File: src/rtl/vga_pkg.sv
// Shared mode constants and types for the VGA raster timing path.
// Holds the 640x480@60 defaults, a tiny simulation mode and the region encoding.
package vga_pkg;

  // 640x480 @ 60 Hz, 25.175 MHz pixel tick
  localparam int unsigned VgaHActive = 640;
  localparam int unsigned VgaHFp     = 16;
  localparam int unsigned VgaHSync   = 96;
  localparam int unsigned VgaHBp     = 48;
  localparam int unsigned VgaVActive = 480;
  localparam int unsigned VgaVFp     = 10;
  localparam int unsigned VgaVSync   = 2;
  localparam int unsigned VgaVBp     = 33;

  // Tiny mode: a whole frame is 14 x 7 ticks
  localparam int unsigned SimHActive = 8;
  localparam int unsigned SimHFp     = 2;
  localparam int unsigned SimHSync   = 3;
  localparam int unsigned SimHBp     = 1;
  localparam int unsigned SimVActive = 4;
  localparam int unsigned SimVFp     = 1;
  localparam int unsigned SimVSync   = 1;
  localparam int unsigned SimVBp     = 1;

  // Scan order on each axis
  typedef enum logic [1:0] {
    RegionActive,
    RegionFp,
    RegionSync,
    RegionBp
  } region_e;

  function automatic int unsigned axis_total(input int unsigned active, input int unsigned fp,
                                             input int unsigned sync, input int unsigned bp);
    return active + fp + sync + bp;
  endfunction

  function automatic bit axis_ok(input int unsigned active, input int unsigned fp,
                                 input int unsigned sync, input int unsigned bp);
    return (active != 0) && (fp != 0) && (sync != 0) && (bp != 0);
  endfunction

endpackage

File: src/rtl/vga_scan_counter.sv
// Horizontal/vertical raster counter pair with tick enable.
// The reset position is a parameter so the same block serves as a look-ahead scanner.
module vga_scan_counter #(
  parameter int unsigned H_TOTAL = 800,
  parameter int unsigned V_TOTAL = 525,
  parameter int unsigned H_INIT  = 0,
  parameter int unsigned V_INIT  = 0,
  localparam int unsigned X_W    = $clog2(H_TOTAL),
  localparam int unsigned Y_W    = $clog2(V_TOTAL)
) (
  input  logic           clk_i,
  input  logic           rst_ni,
  input  logic           en_i,
  output logic [X_W-1:0] h_o,
  output logic [Y_W-1:0] v_o
);

  localparam logic [X_W-1:0] HLast = X_W'(H_TOTAL - 1);
  localparam logic [Y_W-1:0] VLast = Y_W'(V_TOTAL - 1);
  localparam logic [X_W-1:0] HInit = X_W'(H_INIT);
  localparam logic [Y_W-1:0] VInit = Y_W'(V_INIT);

  logic [X_W-1:0] h_d, h_q;
  logic [Y_W-1:0] v_d, v_q;

  always_comb begin
    h_d = h_q;
    v_d = v_q;
    if (en_i) begin
      if (h_q == HLast) begin
        h_d = '0;
        v_d = (v_q == VLast) ? '0 : v_q + Y_W'(1);
      end else begin
        h_d = h_q + X_W'(1);
      end
    end
  end

  always_ff @(posedge clk_i) begin
    if (!rst_ni) begin
      h_q <= HInit;
      v_q <= VInit;
    end else begin
      h_q <= h_d;
      v_q <= v_d;
    end
  end

  assign h_o = h_q;
  assign v_o = v_q;

endmodule

File: src/rtl/vga_timing_gen.sv
// Parametrised raster timing generator: sync, data enable, coordinates, strobes and a
// look-ahead coordinate port for fixed-latency renderers. All outputs are registered.
module vga_timing_gen
  import vga_pkg::*;
#(
  parameter int unsigned H_ACTIVE = VgaHActive,
  parameter int unsigned H_FP     = VgaHFp,
  parameter int unsigned H_SYNC   = VgaHSync,
  parameter int unsigned H_BP     = VgaHBp,
  parameter int unsigned V_ACTIVE = VgaVActive,
  parameter int unsigned V_FP     = VgaVFp,
  parameter int unsigned V_SYNC   = VgaVSync,
  parameter int unsigned V_BP     = VgaVBp,
  parameter bit          HS_POL   = 1'b0,
  parameter bit          VS_POL   = 1'b0,
  parameter int unsigned LEAD     = 2,
  localparam int unsigned H_TOTAL = axis_total(H_ACTIVE, H_FP, H_SYNC, H_BP),
  localparam int unsigned V_TOTAL = axis_total(V_ACTIVE, V_FP, V_SYNC, V_BP),
  localparam int unsigned X_W     = $clog2(H_TOTAL),
  localparam int unsigned Y_W     = $clog2(V_TOTAL)
) (
  input  logic           clk_i,
  input  logic           rst_ni,
  input  logic           pix_en_i,
  output logic           hsync_o,
  output logic           vsync_o,
  output logic           de_o,
  output logic [X_W-1:0] x_o,
  output logic [Y_W-1:0] y_o,
  output logic           line_start_o,
  output logic           frame_start_o,
  output logic [X_W-1:0] fetch_x_o,
  output logic [Y_W-1:0] fetch_y_o,
  output logic           fetch_de_o
);

  if (!axis_ok(H_ACTIVE, H_FP, H_SYNC, H_BP) || !axis_ok(V_ACTIVE, V_FP, V_SYNC, V_BP))
  begin : g_bad_region
    $error("vga_timing_gen: every timing region must be at least one tick wide");
  end

  if (LEAD == 0 || LEAD >= H_TOTAL) begin : g_bad_lead
    $error("vga_timing_gen: LEAD must lie in 1..H_TOTAL-1");
  end

  localparam logic [X_W-1:0] HFpStart   = X_W'(H_ACTIVE);
  localparam logic [X_W-1:0] HSyncStart = X_W'(H_ACTIVE + H_FP);
  localparam logic [X_W-1:0] HBpStart   = X_W'(H_ACTIVE + H_FP + H_SYNC);
  localparam logic [Y_W-1:0] VFpStart   = Y_W'(V_ACTIVE);
  localparam logic [Y_W-1:0] VSyncStart = Y_W'(V_ACTIVE + V_FP);
  localparam logic [Y_W-1:0] VBpStart   = Y_W'(V_ACTIVE + V_FP + V_SYNC);
  localparam logic [X_W-1:0] LeadX      = X_W'(LEAD);

  function automatic region_e h_region(input logic [X_W-1:0] h);
    region_e r;
    if (h < HFpStart) begin
      r = RegionActive;
    end else if (h < HSyncStart) begin
      r = RegionFp;
    end else if (h < HBpStart) begin
      r = RegionSync;
    end else begin
      r = RegionBp;
    end
    return r;
  endfunction

  function automatic region_e v_region(input logic [Y_W-1:0] v);
    region_e r;
    if (v < VFpStart) begin
      r = RegionActive;
    end else if (v < VSyncStart) begin
      r = RegionFp;
    end else if (v < VBpStart) begin
      r = RegionSync;
    end else begin
      r = RegionBp;
    end
    return r;
  endfunction

  logic [X_W-1:0] h_cnt, fh_cnt;
  logic [Y_W-1:0] v_cnt, fv_cnt;

  vga_scan_counter #(
    .H_TOTAL (H_TOTAL),
    .V_TOTAL (V_TOTAL),
    .H_INIT  (0),
    .V_INIT  (0)
  ) u_main_cnt (
    .clk_i  (clk_i),
    .rst_ni (rst_ni),
    .en_i   (pix_en_i),
    .h_o    (h_cnt),
    .v_o    (v_cnt)
  );

  // Free-running twin started LEAD ticks ahead; it wraps independently so the offset
  // holds across line and frame boundaries without any modular arithmetic.
  vga_scan_counter #(
    .H_TOTAL (H_TOTAL),
    .V_TOTAL (V_TOTAL),
    .H_INIT  (LEAD),
    .V_INIT  (0)
  ) u_fetch_cnt (
    .clk_i  (clk_i),
    .rst_ni (rst_ni),
    .en_i   (pix_en_i),
    .h_o    (fh_cnt),
    .v_o    (fv_cnt)
  );

  region_e h_reg, v_reg, fh_reg, fv_reg;

  assign h_reg  = h_region(h_cnt);
  assign v_reg  = v_region(v_cnt);
  assign fh_reg = h_region(fh_cnt);
  assign fv_reg = v_region(fv_cnt);

  logic           hsync_d, hsync_q;
  logic           vsync_d, vsync_q;
  logic           de_d, de_q;
  logic [X_W-1:0] x_d, x_q;
  logic [Y_W-1:0] y_d, y_q;
  logic           line_start_d, line_start_q;
  logic           frame_start_d, frame_start_q;
  logic [X_W-1:0] fetch_x_d, fetch_x_q;
  logic [Y_W-1:0] fetch_y_d, fetch_y_q;
  logic           fetch_de_d, fetch_de_q;

  always_comb begin
    hsync_d       = hsync_q;
    vsync_d       = vsync_q;
    de_d          = de_q;
    x_d           = x_q;
    y_d           = y_q;
    fetch_x_d     = fetch_x_q;
    fetch_y_d     = fetch_y_q;
    fetch_de_d    = fetch_de_q;
    // Strobes drop on idle edges so each lasts exactly one clk_i cycle
    line_start_d  = 1'b0;
    frame_start_d = 1'b0;
    if (pix_en_i) begin
      hsync_d       = (h_reg == RegionSync) ? HS_POL : ~HS_POL;
      vsync_d       = (v_reg == RegionSync) ? VS_POL : ~VS_POL;
      de_d          = (h_reg == RegionActive) && (v_reg == RegionActive);
      x_d           = h_cnt;
      y_d           = v_cnt;
      line_start_d  = (h_cnt == '0);
      frame_start_d = (h_cnt == '0) && (v_cnt == '0);
      fetch_x_d     = fh_cnt;
      fetch_y_d     = fv_cnt;
      fetch_de_d    = (fh_reg == RegionActive) && (fv_reg == RegionActive);
    end
  end

  always_ff @(posedge clk_i) begin
    if (!rst_ni) begin
      hsync_q       <= ~HS_POL;
      vsync_q       <= ~VS_POL;
      de_q          <= 1'b0;
      x_q           <= '0;
      y_q           <= '0;
      line_start_q  <= 1'b0;
      frame_start_q <= 1'b0;
      fetch_x_q     <= LeadX;
      fetch_y_q     <= '0;
      fetch_de_q    <= 1'b0;
    end else begin
      hsync_q       <= hsync_d;
      vsync_q       <= vsync_d;
      de_q          <= de_d;
      x_q           <= x_d;
      y_q           <= y_d;
      line_start_q  <= line_start_d;
      frame_start_q <= frame_start_d;
      fetch_x_q     <= fetch_x_d;
      fetch_y_q     <= fetch_y_d;
      fetch_de_q    <= fetch_de_d;
    end
  end

  assign hsync_o       = hsync_q;
  assign vsync_o       = vsync_q;
  assign de_o          = de_q;
  assign x_o           = x_q;
  assign y_o           = y_q;
  assign line_start_o  = line_start_q;
  assign frame_start_o = frame_start_q;
  assign fetch_x_o     = fetch_x_q;
  assign fetch_y_o     = fetch_y_q;
  assign fetch_de_o    = fetch_de_q;

endmodule

File: config.mk
export PLATFORM = sky130hd
export DESIGN_NAME = vga_timing_gen
export DESIGN_NICKNAME = d
export VERILOG_FILES = /design/src/rtl/vga_pkg.sv /design/src/rtl/vga_scan_counter.sv /design/src/rtl/vga_timing_gen.sv
export SDC_FILE = /design/constraint.sdc
export NUM_CORES = 1
export LEC_CHECK = 0
export ABC_AREA = 1
export ABC_CLOCK_PERIOD_IN_PS = 1800
export CAP_MARGIN = 0
export CORE_MARGIN = 1
export CORE_UTILIZATION = 50
export DETAILED_ROUTE_END_ITERATION = 10
export GPL_TIMING_DRIVEN = 1
export PLACE_DENSITY_LB_ADDON = 0.3
export SLEW_MARGIN = 40
export SYNTH_ARGS = -nofsm -noshare
export SYNTH_HDL_FRONTEND = slang
export SYNTH_HIERARCHICAL = 1
export SYNTH_SLANG_ARGS = --single-unit
File: constraint.sdc
create_clock -name clk_i -period 1.8 [get_ports clk_i]
set_input_delay 0.36 -clock clk_i [delete_from_list [all_inputs] [get_ports clk_i]]
set_output_delay 0.36 -clock clk_i [all_outputs]
set_load 0.005 [all_outputs]
==> results of run 1 <==
flip-flops by register name (all words and copies together), names as in the netlist:
signal and count:
de_o 1, vsync_o 1, u_fetch_cnt/v_o 10, hsync_o 1, fetch_y_o 10, u_fetch_cnt/h_o 10, frame_start_o 1, u_main_cnt/v_o 10
x_o 10, fetch_de_o 1, fetch_x_o 10, y_o 10, line_start_o 1, u_main_cnt/h_o 10
layout make-up:
| type | instances | area (sq um) | share of cell area (%) |
|---|---|---|---|
| multi-input combinational | 413 | 2060 | 41.7 |
| sequential | 86 | 1720 | 34.9 |
| timing repair buffer | 56 | 536 | 10.9 |
| inverter | 75 | 302 | 6.12 |
| clock buffer | 12 | 135 | 2.74 |
| tap | 105 | 131 | 2.66 |
| clock inverter | 4 | 47.5 | 0.964 |
where the power goes:
group          total (W)  switching [W]  leakage (nW)  internal (W)
combinational   0.000326       0.000166          1.42      0.000159
clock            0.00131       0.000668        0.0904      0.000639
sequential       0.00200      0.0000388         0.703       0.00196
logic make-up after synthesis:
family / share of synthesized area [%]
simple gates: 34.1
buf+inv: 10.2
xor+xnor: 1.25
compound gates: 11.8
fa+ha+maj: 1.79
flops: 41.0
layout by cell type, fill, tap and decap left out, types with 8 or more instances in the layout:
| master | n |
|---|---|
| nand2_1 | 121 |
| nor2_1 | 105 |
| dfxtp_1 | 86 |
| inv_1 | 69 |
| clkdlybuf4s50_1 | 47 |
| a21oi_1 | 41 |
| o21ai_0 | 38 |
| nand3_1 | 34 |
| nand4_1 | 13 |
| nor3_1 | 11 |
| o21ai_1 | 9 |
| clkbuf_8 | 9 |
| buf_4 | 8 |
critical path: cells and delay by family (launching register included):
kind / cells / cell delay [ps]
DFF: 1 / 420
adders and majority gates: 1 / 270
buffers and inverters: 2 / 120
and+or+nand+nor: 7 / 700
cells in the mapped netlist:
cell      count
buf_4         1
a21oi_1      41
nor2_8        4
a21o_2        2
nand3_1      34
buf_6         8
or2_2         2
nand3b_1      2
nand2_4       6
o31ai_1       2
clkbuf_1      2
inv_2         1
nand4_1      13
nor4_1        1
nor3_1       12
clkbuf_2      1
clkinv_4      2
nand4_4       1
inv_1        69
inv_6         1
o21ai_1       9
o21ai_0      38
nor2_4        5
buf_2         3
nand2_1     121
xnor2_1       4
inv_4         2
ha_1          6
xor2_1        2
nand4_2       1
a211oi_2      1
a21oi_2       1
nor2_1      105
dfxtp_1      86
timing repair:
| item | 4_1_cts | 5_1_grt |
|---|---|---|
| setup endpoints to repair | 0 | 1 |
| resized for setup | 0 | 1 |
| hold endpoints to repair | 0 | 0 |
| setup buffers | 0 | 0 |
final timing paths:
kind / startpoint / endpoint / cells after the start
worst max register to register: u_main_cnt/h_o[0]$_SDFFE_PN0P_ / u_main_cnt/v_o[2]$_SDFFE_PN0P_ / 10
worst min-delay path: pix_en_i / x_o[7]$_SDFFE_PN0P_ / 2
worst max-delay path: u_main_cnt/h_o[0]$_SDFFE_PN0P_ / u_main_cnt/v_o[2]$_SDFFE_PN0P_ / 10
worst min register to register: fetch_x_o[1]$_SDFFE_PN1P_ / fetch_x_o[1]$_SDFFE_PN1P_ / 2
per-stage QoR:
| stage | hold WS (ps) | worst slack, ps |
|---|---|---|
| final | 377 | 194 |
| after CTS | 363 | 179 |
| after global placement | 441 | 101 |
| after floorplan | 452 | 433 |
| after detailed placement | 451 | 36.5 |
| after global routing | 402 | 112 |
routing by layer:
metal  track usage (%)  vias up  share of wire (%)
met4              8.33        0                1.5
li1                  -     1993                  -
met3              2.83       12                4.5
met2              36.8      104                 46
met5                 0        -                  0
met1              30.9     1790                 48
==> impl_metrics.json, run 1 <==
{
  "status": "complete, no violations",
  "die_w_um": 93.7,
  "gp_congestion": 0.843,
  "vias": 3899,
  "antenna_found_initial": 0,
  "cts_sinks": 86,
  "yosys_warnings": 6,
  "ios": 49,
  "slowest_delay_ps": 420,
  "cp-end-kind": "register",
  "arrival_ps": 1870,
  "dp.cells": 735,
  "port-buffer-count": 48,
  "grt_pass1_vias": 3472,
  "period_needed_ps": 1610,
  "drc_errors": 0,
  "yosysTopAreaCellShare_pct": 41.0,
  "antenna_left": 0,
  "cap_violations": 0,
  "wirelength_mm": 9.52,
  "nets": 650,
  "grt_pass1_wl_mm": 15.8,
  "synth_area_leaders": "dfxtp_1, nand2_1, nor2_1, inv_1, a21oi_1",
  "report.final.slew_viol_count": 0,
  "slowest_stage": "dfxtp_1",
  "worstSetupStartpointType": "register",
  "hold_viol": 0,
  "yosysUniqueCellTypes": 34,
  "antenna_cells": 0,
  "core_area_sq_um": 8180,
  "leakagePower_nw": 2.21,
  "synth_fp_nets": 598,
  "h-tree-depth": 3,
  "fp.dieH_um": 93.7,
  "final_util_pct": 60.3,
  "clkTransAtPathRegs_ps": 90,
  "wl_per_cell_um": 12.7,
  "syn_area_per_cell_sq_um": 7.13,
  "grt_overflow": 0,
  "cts_buffer_depth": 2,
  "crit_chain": "ha_1, nand2_4, nor2_8, nand2_4, nor2_8, nor2_4, clkinv_4, nand2_1, nand2_1, inv_1",
  "rsz0062_at_grt": "no",
  "netlist_instances": 589,
  "area_growth_pct": 17.4,
  "worstSkewPairLatency_ps": 350,
  "instances_no_fill": 751,
  "vdd_drop_max_uv": 385,
  "crit_fanout": 8,
  "root_buffer": "clkbuf_8",
  "max_freq_ghz": 0.623,
  "crit_type": "reg -> reg",
  "nFillCells": 758,
  "tritoncts": "built",
  "p_total_w": 0.00364,
  "slew-limit-headroom_pct": 72.0,
  "finClkSkew_ps": 8.77,
  "drt-pass1-iter-count": 5,
  "drt_iter0_markers": 232,
  "fp-row-count": 33,
  "fin_setup_tns_ps": 0,
  "die_area_sq_um": 8770,
  "holdBufCountCts": 0,
  "worstMarginPinSlew_ps": 416,
  "setup_violations": 0,
  "seq_area_frac_synth_pct": 41.0,
  "worstPathRequired_ps": 2060,
  "viasPerCell": 5.19,
  "dpl.hpwl_mm": 6.89,
  "fin_area_sq_um": 4930,
  "p_per_area_nw_per_um2": 737,
  "reg2reg_slack_ps": 190,
  "ys_ff_latch": 86,
  "track_usage_pct": 22.7,
  "start_util_pct": 51.4,
  "yosysTopAreaCell": "dfxtp_1",
  "fin_crit_sh_pct": 89.2,
  "min_path_type": "in -> reg",
  "netlist_area_sq_um": 4200,
  "dpl_cell_area_sq_um": 4740,
  "grt_max_degree": 30,
  "numCtsBuffers": 9,
  "layout-drive-gt1-share_pct": 8.05
}
No activity file was read; power rests on OpenSTA's default activity.
==> run 2: changes to the inputs <==
- CORE_MARGIN: 1 -> 3
==> run 2 against run 1 <==
Fmax is 4.9% lower. First-iteration DRC count is 9.9% lower. Largest power group unchanged. Power is 1.8% lower. Clock-buffer cell count is 1 higher. Register-to-register slack worse by 80 ps. Sequential cell count stayed put. Via count is 1.3% lower. Sequential power hardly changed. Largest cell class unchanged. Clock skew is 1.4 ps lower. Critical path type unchanged. Global-route usage is 2.3 points lower.
==> impl_metrics.json, run 2 (same netlist as run 1, synthesis figures left out) <==
{
  "final_util_pct": 62.1,
  "cts_sinks": 86,
  "start_util_pct": 53.0,
  "slowest_delay_ps": 490,
  "worstSetupStartpointType": "register",
  "gp_congestion": 0.890,
  "grt_pass1_vias": 3420,
  "final_common_cell": "nand2_1",
  "die_area_sq_um": 9540,
  "power.switching_w": 0.000846,
  "cp-end-kind": "register",
  "internal_power_w": 0.00272,
  "reg2regPathDepth": 8,
  "clkTransAtPathRegs_ps": 80,
  "leakagePower_nw": 2.22,
  "fin_crit_sh_pct": 93.9,
  "min_path_type": "in -> reg",
  "path_delay_family": "simple AND/OR/NAND/NOR gates",
  "crit_fanout": 5,
  "antenna_cells": 0,
  "grt_pass1_wl_mm": 16.1,
  "slew-limit-headroom_pct": 62.8,
  "dpl.hpwl_mm": 7.15,
  "worstSkewPairLatency_ps": 350,
  "hold_viol": 0,
  "vdd_drop_max_uv": 439,
  "crit_type": "reg -> reg",
  "cp.depth": 8,
  "drc_errors": 0,
  "slowest_stage": "nor3_1",
  "viasPerCell": 5.15,
  "fp-row-count": 32,
  "crit_buf_inv": 0,
  "drt-pass1-iter-count": 5,
  "period_needed_ps": 1690,
  "power.share.switching_pct": 23.7,
  "cts_buffer_depth": 2,
  "tritoncts": "built",
  "h-tree-depth": 3,
  "ctsResizeCount": 0,
  "wl_per_cell_um": 13.1,
  "p_per_area_nw_per_um2": 725,
  "root_buffer": "clkbuf_8",
  "worstPathRequired_ps": 2060,
  "rsz0062_at_grt": "no",
  "finClkSkew_ps": 7.36,
  "fin_setup_tns_ps": 0,
  "worstMarginPinSlew_ps": 554,
  "holdBufCountCts": 0,
  "antenna_left": 0,
  "setup_violations": 0,
  "crit_chain": "ha_1, nand2_1, nor3_1, nand2_1, nand2_1, nand2_1, nand2_1, nand2_1",
  "share_seq_of_total_power_pct": 56.1,
  "p_clk_share_pct": 34.7,
  "cap_violations": 0,
  "layout-drive-gt1-share_pct": 8.06,
  "pwr-share-comb_pct": 9.2,
  "vias": 3850,
  "holdPathStages": 2,
  "core_area_sq_um": 7930,
  "cts_setup_buffers": 0,
  "fp.dieH_um": 97.7,
  "grt_max_degree": 28,
  "numCtsBuffers": 9,
  "antenna_found_initial": 0,
  "ios": 49,
  "grt_overflow": 0,
  "track_usage_pct": 20.3,
  "max_freq_ghz": 0.592,
  "arrival_ps": 1950,
  "report.final.slew_viol_count": 0,
  "wirelength_mm": 9.80,
  "area_growth_pct": 17.1,
  "status": "complete, no violations",
  "path_common_cell": "nand2_1",
  "port-buffer-count": 48,
  "die_w_um": 97.7,
  "drt_iter0_markers": 209,
  "nets": 651,
  "layout_common_cells": "nand2_1, nor2_1, dfxtp_1"
}
[run 2: cell type report]
class	instances	area, sq um
flip-flops and latches	86	1720
repair buffers	57	543
multi-input cells	413	2050
clock buffers	13	169
clock inverters	1	5.00
well taps	102	128
inverters	75	302
fillers	730	3010
[run 2: path summary, 6_finish.rpt]
kind	startpoint	endpoint	slack (ps)
max	u_fetch_cnt/v_o[1]$_SDFFE_PN0P_	u_fetch_cnt/v_o[8]$_SDFFE_PN0P_	110
max reg2reg	u_fetch_cnt/v_o[1]$_SDFFE_PN0P_	u_fetch_cnt/v_o[8]$_SDFFE_PN0P_	110
min	pix_en_i	x_o[5]$_SDFFE_PN0P_	370
min reg2reg	fetch_x_o[1]$_SDFFE_PN1P_	fetch_x_o[1]$_SDFFE_PN1P_	460
[run 2: metrics by stage]
stage	setup slack, ps	area (sq um)	instances	total power [W]	hold WS [ps]
5_1_grt	11.3	4920	747	0.00374	367
4_1_cts	184	4920	747	0.00360	368
3_5_place_dp	165	4750	733	0.00238	448
3_3_place_gp	200	4750	733	0.00237	446
6_report	110	4920	747	0.00357	370
2_1_floorplan	433	4200	589	0.00223	452
[run 2: power by group through the flow]
stage	Clock (W)	Combinational, W	Sequential (W)
6_report	0.00124	0.000330	0.00200
3_5_place_dp	0	0.000330	0.00205
2_1_floorplan	0	0.000183	0.00205
3_3_place_gp	0	0.000325	0.00204
5_1_grt	0.00136	0.000363	0.00201
4_1_cts	0.00127	0.000332	0.00200
[run 2: routing by layer]
metal,GRT usage [%],up-vias,routed length (um)
met3,4.88,15,596
met1,28.7,1723,4670
li1,-,1991,-
met5,0,-,0
met4,6.60,0,163
met2,30.5,121,4370
